## config.mk

```make
export PLATFORM = sky130hd
export DESIGN_NAME = fdiv_seq
export DESIGN_NICKNAME = d
export VERILOG_FILES = /design/src/rtl/fp_pkg.sv /design/src/rtl/frac_div_step.sv /design/src/rtl/fdiv_seq.sv
export SDC_FILE = /design/constraint.sdc
export NUM_CORES = 1
export LEC_CHECK = 0
export BUFFER_PORTS_ARGS = -buffer_cell sky130_fd_sc_hd__clkbuf_2
export CAP_MARGIN = 20
export CORE_MARGIN = 2
export CORE_UTILIZATION = 61
export CTS_CLUSTER_DIAMETER = 30
export DETAILED_ROUTE_END_ITERATION = 10
export PLACE_DENSITY = 0.83
export SLEW_MARGIN = 20
export SYNTH_ARGS = -nofsm -noshare
export SYNTH_HDL_FRONTEND = slang
export SYNTH_HIERARCHICAL = 1
export SYNTH_SLANG_ARGS = --single-unit
```

## constraint.sdc

```tcl
create_clock -name clk -period 7.16 [get_ports clk]
set_clock_uncertainty 0.2 [all_clocks]
set_input_delay 0 -clock clk [delete_from_list [all_inputs] [get_ports clk]]
set_output_delay 0 -clock clk [all_outputs]
set_load 0.01 [all_outputs]
```

## src/rtl/fp_pkg.sv

```systemverilog
// Shared FPU definitions: field widths, exponent constants, the divider's
// state encoding and operand classification helpers. Denormals (exp==0)
// are treated as zero throughout the FPU.
package fp_pkg;
  localparam int          EXP_BIAS = 127;
  localparam int          EXP_MAX  = 255;
  localparam logic [23:0] NAN_FRAC = 24'h800000;
  localparam int          FRAC_W   = 23;
  localparam int          MANT_W   = 24;

  typedef enum logic [1:0] {IDLE, CALC, NORM, DONE} state_t;

  function automatic logic is_zero(input logic [7:0] e);
    return e == 8'd0;
  endfunction

  function automatic logic is_inf(input logic [7:0] e, input logic [FRAC_W-1:0] f);
    return (e == 8'hFF) && (f == '0);
  endfunction

  function automatic logic is_nan(input logic [7:0] e, input logic [FRAC_W-1:0] f);
    return (e == 8'hFF) && (f != '0);
  endfunction
endpackage

```

## src/rtl/frac_div_step.sv

```systemverilog
// One restoring-division step on the mantissa remainder.
//   r      : current partial remainder (26 bits)
//   mb     : divisor mantissa, hidden bit included
//   r_next : remainder for the next step, already shifted left
//   q_bit  : quotient bit produced by this step
module frac_div_step (
  input  logic [25:0] r,
  input  logic [23:0] mb,
  output logic [25:0] r_next,
  output logic        q_bit
);
  logic [25:0] mb_ext;
  logic [25:0] diff;

  assign mb_ext = {2'b00, mb};
  assign q_bit  = (r >= mb_ext);
  assign diff   = q_bit ? (r - mb_ext) : r;
  // The remainder stays below 2*mb, so the shifted-out MSB is always zero.
  assign r_next = diff << 1;
endmodule

```

## src/rtl/fdiv_seq.sv

```systemverilog
// Sequential single-precision divider, A / B.
// Restoring division produces one quotient bit per clock. Denormals read as
// zero, the quotient is truncated. Exceptional operands skip the iteration
// and finish one cycle after start.
//   clk, rst          : clock, async active-high reset
//   start             : request, sampled only in IDLE
//   A_*/B_*           : split sign/exp/frac operands, latched on the start edge
//   busy              : high while the quotient is being computed
//   done              : one-cycle pulse, results valid from this cycle on
//   sign/exp/frac     : registered result, frac[23] is the hidden bit
//   error / overflow  : invalid or divide-by-zero / exponent overflow
module fdiv_seq
  import fp_pkg::*;
#(
  parameter int ITER     = 24,
  parameter int EXP_BIAS = 127
) (
  input  logic        clk,
  input  logic        rst,
  input  logic        start,
  input  logic        A_sign,
  input  logic [7:0]  A_exp,
  input  logic [22:0] A_frac,
  input  logic        B_sign,
  input  logic [7:0]  B_exp,
  input  logic [22:0] B_frac,
  output logic        busy,
  output logic        done,
  output logic        sign,
  output logic [7:0]  exp,
  output logic [23:0] frac,
  output logic        error,
  output logic        overflow
);
  localparam int CNT_W = $clog2(ITER);

  state_t             state, state_n;
  logic [CNT_W-1:0]   cnt;
  logic [25:0]        rem;
  logic [23:0]        mb;
  logic [23:0]        q;
  logic signed [9:0]  e;
  logic               sgn_r;

  // Operand classification and exception result, from the live inputs
  logic a_z, a_i, a_n, b_z, b_i, b_n;
  logic exc, exc_err;
  logic [7:0]  exc_exp;
  logic [23:0] exc_frac;

  assign a_z = is_zero(A_exp);
  assign a_i = is_inf(A_exp, A_frac);
  assign a_n = is_nan(A_exp, A_frac);
  assign b_z = is_zero(B_exp);
  assign b_i = is_inf(B_exp, B_frac);
  assign b_n = is_nan(B_exp, B_frac);

  // Ordered by priority: invalid, x/0, inf/x, then the results that are zero.
  always_comb begin
    exc      = 1'b1;
    exc_exp  = 8'hFF;
    exc_frac = 24'd0;
    exc_err  = 1'b0;
    if (a_n || b_n || (a_i && b_i) || (a_z && b_z)) begin
      exc_frac = NAN_FRAC;
      exc_err  = 1'b1;
    end else if (b_z && !a_i) begin
      exc_err  = 1'b1;
    end else if (a_i) begin
      exc_err  = 1'b0;
    end else if (a_z || b_i) begin
      exc_exp  = 8'd0;
    end else begin
      exc      = 1'b0;
    end
  end

  // Pre-normalisation: start with a remainder >= Mb so the first quotient
  // bit is the hidden bit; pay for the extra shift in the exponent.
  logic [23:0] ma_in, mb_in;
  logic        lt;
  logic [25:0] rem_init;
  logic [9:0]  e_init;

  assign ma_in    = {1'b1, A_frac};
  assign mb_in    = {1'b1, B_frac};
  assign lt       = (ma_in < mb_in);
  assign rem_init = lt ? {1'b0, ma_in, 1'b0} : {2'b00, ma_in};
  assign e_init   = 10'(A_exp) - 10'(B_exp) + 10'(EXP_BIAS) - {9'd0, lt};

  logic [25:0] rem_next;
  logic        q_bit;

  frac_div_step u_step (
    .r      (rem),
    .mb     (mb),
    .r_next (rem_next),
    .q_bit  (q_bit)
  );

  always_ff @(posedge clk or posedge rst) begin
    if (rst) state <= IDLE;
    else     state <= state_n;
  end

  always_comb begin
    state_n = state;
    case (state)
      IDLE: if (start) state_n = exc ? DONE : CALC;
      CALC: if (cnt == CNT_W'(ITER-1)) state_n = NORM;
      NORM: state_n = DONE;
      DONE: state_n = IDLE;
      default: state_n = IDLE;
    endcase
  end

  always_ff @(posedge clk or posedge rst) begin
    if (rst) begin
      cnt      <= '0;
      rem      <= '0;
      mb       <= '0;
      q        <= '0;
      e        <= '0;
      sgn_r    <= 1'b0;
      busy     <= 1'b0;
      done     <= 1'b0;
      sign     <= 1'b0;
      exp      <= '0;
      frac     <= '0;
      error    <= 1'b0;
      overflow <= 1'b0;
    end else begin
      busy <= (state_n == CALC) || (state_n == NORM);
      done <= (state_n == DONE);
      case (state)
        IDLE: if (start) begin
          cnt   <= '0;
          q     <= '0;
          rem   <= rem_init;
          mb    <= mb_in;
          e     <= e_init;
          sgn_r <= A_sign ^ B_sign;
          if (exc) begin
            sign     <= A_sign ^ B_sign;
            exp      <= exc_exp;
            frac     <= exc_frac;
            error    <= exc_err;
            overflow <= 1'b0;
          end
        end
        CALC: begin
          rem <= rem_next;
          q   <= {q[22:0], q_bit};
          cnt <= cnt + 1'b1;
        end
        NORM: begin
          sign  <= sgn_r;
          error <= 1'b0;
          if (e >= 10'sd255) begin
            exp      <= 8'hFF;
            frac     <= '0;
            overflow <= 1'b1;
          end else if (e <= 10'sd0) begin
            exp      <= '0;
            frac     <= '0;
            overflow <= 1'b0;
          end else begin
            exp      <= e[7:0];
            frac     <= q;
            overflow <= 1'b0;
          end
        end
        default: ;
      endcase
    end
  end
endmodule

```

# Word-level counts from Yosys, hierarchy flattened
# Cells that the tools add are included.
# op_classes
add_sub_neg	5
multipliers	0
div_mod_pow	0
order_cmp	4
n_eq_ne	11
shifts	0
mux	43
bitwise_logic	1
reduce_logical	25
# ops
cell	n
two-way mux 24 bit	6
one-hot mux 24 bit (2 select lines)	2
two-way mux 8 bit	8
one-hot mux 26 bit (2 select lines)	1
two-way mux 25 bit	2
zero test 23 bit	2
nonzero test 23 bit	2
greater-or-equal comparator 26 x 24 -> 1 bit	1
two-way mux 26 bit	1
subtractor 25 x 24 -> 25 bit	1
< comparator 24 bit	1
equality test 8 bit (second input constant)	2
zero test 8 bit	2
one-hot mux 8 bit (2 select lines)	1
two-way mux 1 bit	13
adder 9 x 8 -> 10 bit (second input constant)	1
greater-or-equal comparator 10 x 9 -> 1 bit (second input constant)	1
<= comparator 10 x 1 -> 1 bit (second input constant)	1
one-hot mux 5 bit (2 select lines)	1
subtractor 10 x 1 -> 10 bit	1
subtractor 8 x 8 -> 9 bit	1
equality test 2 bit (second input constant)	4
one-hot mux 2 bit (4 select lines)	1
logical AND 1 bit	7
14 further kinds	26
# word_totals
register_bits	129
latch_bits	0
ram_bits	0
romBits	0
in_bits	67
memories	0

# Depth between registers and ports, before layout
# logic_depth
word_depth	12
mapped_depth	19

# By module
# The synthesis kept the hierarchy.
# by_module_without_submodules
mod	instances	cells_per_inst	area_each_um2	seq_area_each_um2
fdiv_seq	1	761	7195.7	3228.1
frac_div_step	1	233	1581.5	0.0

# Worst setup path after synthesis
# Ideal clock, no wire load.
# synth_path
path_kind	register to register
from	register rem[0]
to	register rem[11]
setup_time_ps	82
t_arrival_ps	3194
t_required_ps	6878
path_slack_ps	3683
path_stages_with_launch	17
n_path_buf	2
period_less_slack_ps	3477
path_cell_list	dfrtp_1 inv_1 ha_1 inv_1 fa_1 a21o_1 a221oi_2 o31ai_2 a2111o_1 a21oi_2 nor2_1 buf_6 buf_6 a21oi_1 o22ai_1 a211o_1 o22ai_1
# synth_via
elab_chain_len	3
elab_cells_between_ends	4
cone_classes	1 x add/sub; 1 x order compare; 2 x mux
# synth_rtl
item	line	source
from (decl)	fdiv_seq.sv:39	logic [25:0] rem;
from (signal assigned)	fdiv_seq.sv:139	rem <= rem_init;
from (signal assigned)	fdiv_seq.sv:152	rem <= rem_next;
greater-or-equal comparator 26 x 24 -> 1 bit	frac_div_step.sv:16	assign q_bit = (r >= mb_ext);
net q_bit	fdiv_seq.sv:92	logic q_bit;
two-way mux 25 bit	frac_div_step.sv:17	assign diff = q_bit ? (r - mb_ext) : r;
net rem_next[11]	fdiv_seq.sv:91	logic [25:0] rem_next;
one-hot mux 26 bit (2 select lines)	fdiv_seq.sv:135	case (state)
# The timed path passes the listed nets, and every way through them passes these cells.
# A chain may end at the register's enable or synchronous reset.

# Final worst setup path
# layout_path
from	register rem[0]
to	register rem[10]
# The elaborated chain is that of the path after synthesis.

==> out/qor.yml <==
run_status:
  status: "finished clean"
synthesis:
  synth_edf_count: 0
  ys_seq_area_frac: 0.368
  ys_seq_elements: 129
  synth.most_common_cell: "dfrtp_1"
  netlist.area_leader.share: 0.368
  yosysTopAreaCell: "dfrtp_1"
  ys_async_sr_fraction: 1.00
  synth_warnings: 6
  synth_area_sq_um: 8780
  synth_common_cells: "129 x dfrtp_1, 95 x inv_1, 95 x nor2_1, 85 x nand2_1, 64 x ha_1"
  synth_ff_type: "dfrtp_1"
  syn_inst: 994
  avgSynthCellArea_sq_um: 8.83
  synth_area_leaders: "dfrtp_1 37%, ha_1 9.1%, a22o_1 4.9%, inv_1 4.1%, nor2_1 4.1%"
  syn_nets: 1128
  yosysUniqueCellTypes: 65
global_routing:
  grt_pass1_wl_mm: 40.6
  overflow: 0
  first_global_vias: 8254
  grt_use_total: 0.342
  grt_max_degree: 67
  grt_antenna_before_repair: 0
layout:
  area_delta_synth_final_pct: 21.9
  antenna_cells: 0
  multiInputGateArea_sq_um: 4990
  fillers: 879
  fin_util: 0.765
  seq_area_sq_um: 3230
  layout-drive-gt1-share: 0.166
  finalNetCount: 1278
worst_hold_path:
  min_from: "B_exp[0]"
  hp-class: "input port to flip-flop"
clock_tree:
  cts_max_level: 4
  cts_resized: 0
  clock_latency_ns: 0.43
  clockBufferDepth: 2
  clock-sinks: 129
  path_clk_slew_ns: 0.07
  clockRootBuffer: "clkbuf_16"
  cts_tree: "built"
  cts_buffers: 17
sta:
  finalWorstSetupSlack_ns: 1.94
  fin_crit_sh: 0.729
  hold_viol: 0
  slew_headroom: 0.272
  rsz0062_at_grt: "no"
  holdWs_ns: 0.0500
  tns_ns: 0
  fmax_ghz: 0.191
  worstMarginPinSlew_ns: 1.09
  final_max_slew_viol_count: 0
  fin_crit_ns: 5.22
  setup_viol: 0
power:
  p_int_uw: 2950
  leakage_uw: 0.00519
  p_sw_uw: 2120
  p_total_uw: 5060
  peakVddDrop_mv: 0.308
  p_comb_frac: 0.578
  power_density_nw_per_um2: 473
  clockPowerShare: 0.181
  switching_share: 0.418
  seqPwrFrac: 0.240
routing:
  drtIter0Drc: 865
  routed_wl_mm: 25.5
  drcViolationCount: 0
  via_per_inst: 6.45
  firstDrtPassIters: 8
  drt.antenna.violating_nets: 0
  route.vias.total: 8629
  wl_per_cell_um: 19.1
die:
  die_x_um: 124
  die-area_sq_um: 15400
  start_util: 0.627
  io_pins: 104
  fp-row-count: 43
  core_sq_um: 14000
  fp.dieH_um: 124
critical_path:
  cp_cell_sequence: "inv_1 -> ha_1 -> inv_1 -> fa_1 -> a21o_1 -> a221oi_2 -> o31ai_2 -> a2111o_1 -> a21oi_2 -> nor2_2 -> buf_4 -> mux2_4 -> o22ai_1 -> a211o_1 -> dlygate4sd3_1 -> o22ai_1 -> dlygate4sd3_1"
  rr_startpoint: "rem[0]$_DFFE_PP0P_"
  crit_arrival_ns: 5.34
  critical_path_class: "flip-flop to flip-flop"
  path_delay_family: "compound AO/OA/AOI/OAI gates"
  cp-start-kind: "flip-flop"
  crit_required_ns: 7.28
  cp_slowest_cell: "dlygate4sd3_1"
  crit_path_start: "rem[0]$_DFFE_PP0P_"
  cp_num_buf_inv: 5
  critPathMaxStageDelay_ns: 0.58
  path_max_fanout: 31
  endpoint_kind: "flip-flop"
placement:
  dp_slack_ns: 2.97
  portBuffers: 103
  gp_congestion: 0.902
  dp_hpwl_mm: 15.1
run:
  cap_violations: 0
[what timing repair did]
item | 4_1_cts | 5_1_grt
hold buffers | 71 | 0
setup buffers | 0 | 0
hold endpoints to repair | 117 | 0
[path summary, 6_finish.rpt]
check                                 endpoint  cells past startpoint  slack (ns)
hold reg to reg             mb[23]$_DFFE_PP0P_                      1        0.27
min in group asynchronous   mb[15]$_DFFE_PP0P_                      3        0.08
hold / removal                e[0]$_DFFE_PP0P_                      6        0.05
setup reg to reg           rem[10]$_DFFE_PP0P_                     17        1.94
max in group asynchronous    mb[1]$_DFFE_PP0P_                      4        5.34
setup / recovery           rem[10]$_DFFE_PP0P_                     17        1.94
[worst min-delay path, delay by kind of cell]
kind          cells  cell delay (ns)
fa+ha+maj         2             0.37
buf+inv           2             0.18
simple gates      2             0.10
[layout make-up]
type,count,area share
clock buffer,17,0.0398
multi-input combinational,720,0.466
sequential,129,0.302
tap,180,0.0211
inverter,95,0.0336
clock inverter,15,0.0180
timing repair buffer,181,0.120
[cells in the final DEF (no fill, tap or decap), types with 7 or more instances in the layout]
cell           Yosys  final
nor2b_1            8      7
clkbuf_16          0     17
o211ai_1           8      8
mux2_2            23     23
o22ai_1           48     48
ha_1              64     64
a21o_1            17     17
clkbuf_2           0    103
nor4_1            10     10
dfrtp_1          129    129
nor2_1            95     94
a211o_1           22     22
a22o_1            49     49
buf_4              3      7
a21oi_1           56     56
inv_1             95     94
nor3_1            32     32
xnor2_1           16     16
o21a_1             7      7
o21ai_0           49     49
xor2_1            17     17
nand3_1            9      9
nand4_1           15     15
mux2_4             7      7
dlygate4sd3_1      0     71
nand2_1           85     84
[state kept, by name, indices dropped and copies added, names as in the netlist]
name / flops
exp: 8
mb: 24
state: 2
frac: 24
sgn_r: 1
e: 10
done: 1
rem: 26
cnt: 5
error: 1
q: 24
overflow: 1
busy: 1
sign: 1
[kinds of logic (layout without fill, tap and decap cells)]
group	Yosys count	in the layout	share of synthesized area
AOI/OAI and AO/OA	304	304	0.239
other	1	1	0.000427
adders and majority gates	67	67	0.0981
and+or+nand+nor	285	285	0.151
xor gates and xnor gates	33	33	0.0329
DFF	129	129	0.368
muxes	30	30	0.0415
buffers and inverters	145	308	0.0693
[power by group through the flow]
stage | registers [uW] | logic (uW) | clock network (uW)
final | 1220 | 2930 | 918
after CTS | 1210 | 2770 | 914
after global routing | 1250 | 3180 | 955
after detailed placement | 1210 | 2510 | 0
after floorplan | 1160 | 2090 | 0
after global placement | 1200 | 2460 | 0
[layer usage]
metal	track usage	share of wire	wire length, um	vias to the layer above
met2	0.557	0.47	11900	530
met3	0.0664	0.083	2120	119
met5	0	0	0	-
li1	-	-	-	3885
met4	0.175	0.049	1250	0
met1	0.435	0.40	10200	4095
[through the flow]
stage	cells	area (sq um)
floorplan	994	8780
global placement	1234	9350
detailed placement	1234	9350
CTS	1337	10700
global route	1337	10700
finish	1337	10700
Note: power is estimated with default switching activity, not from simulation.
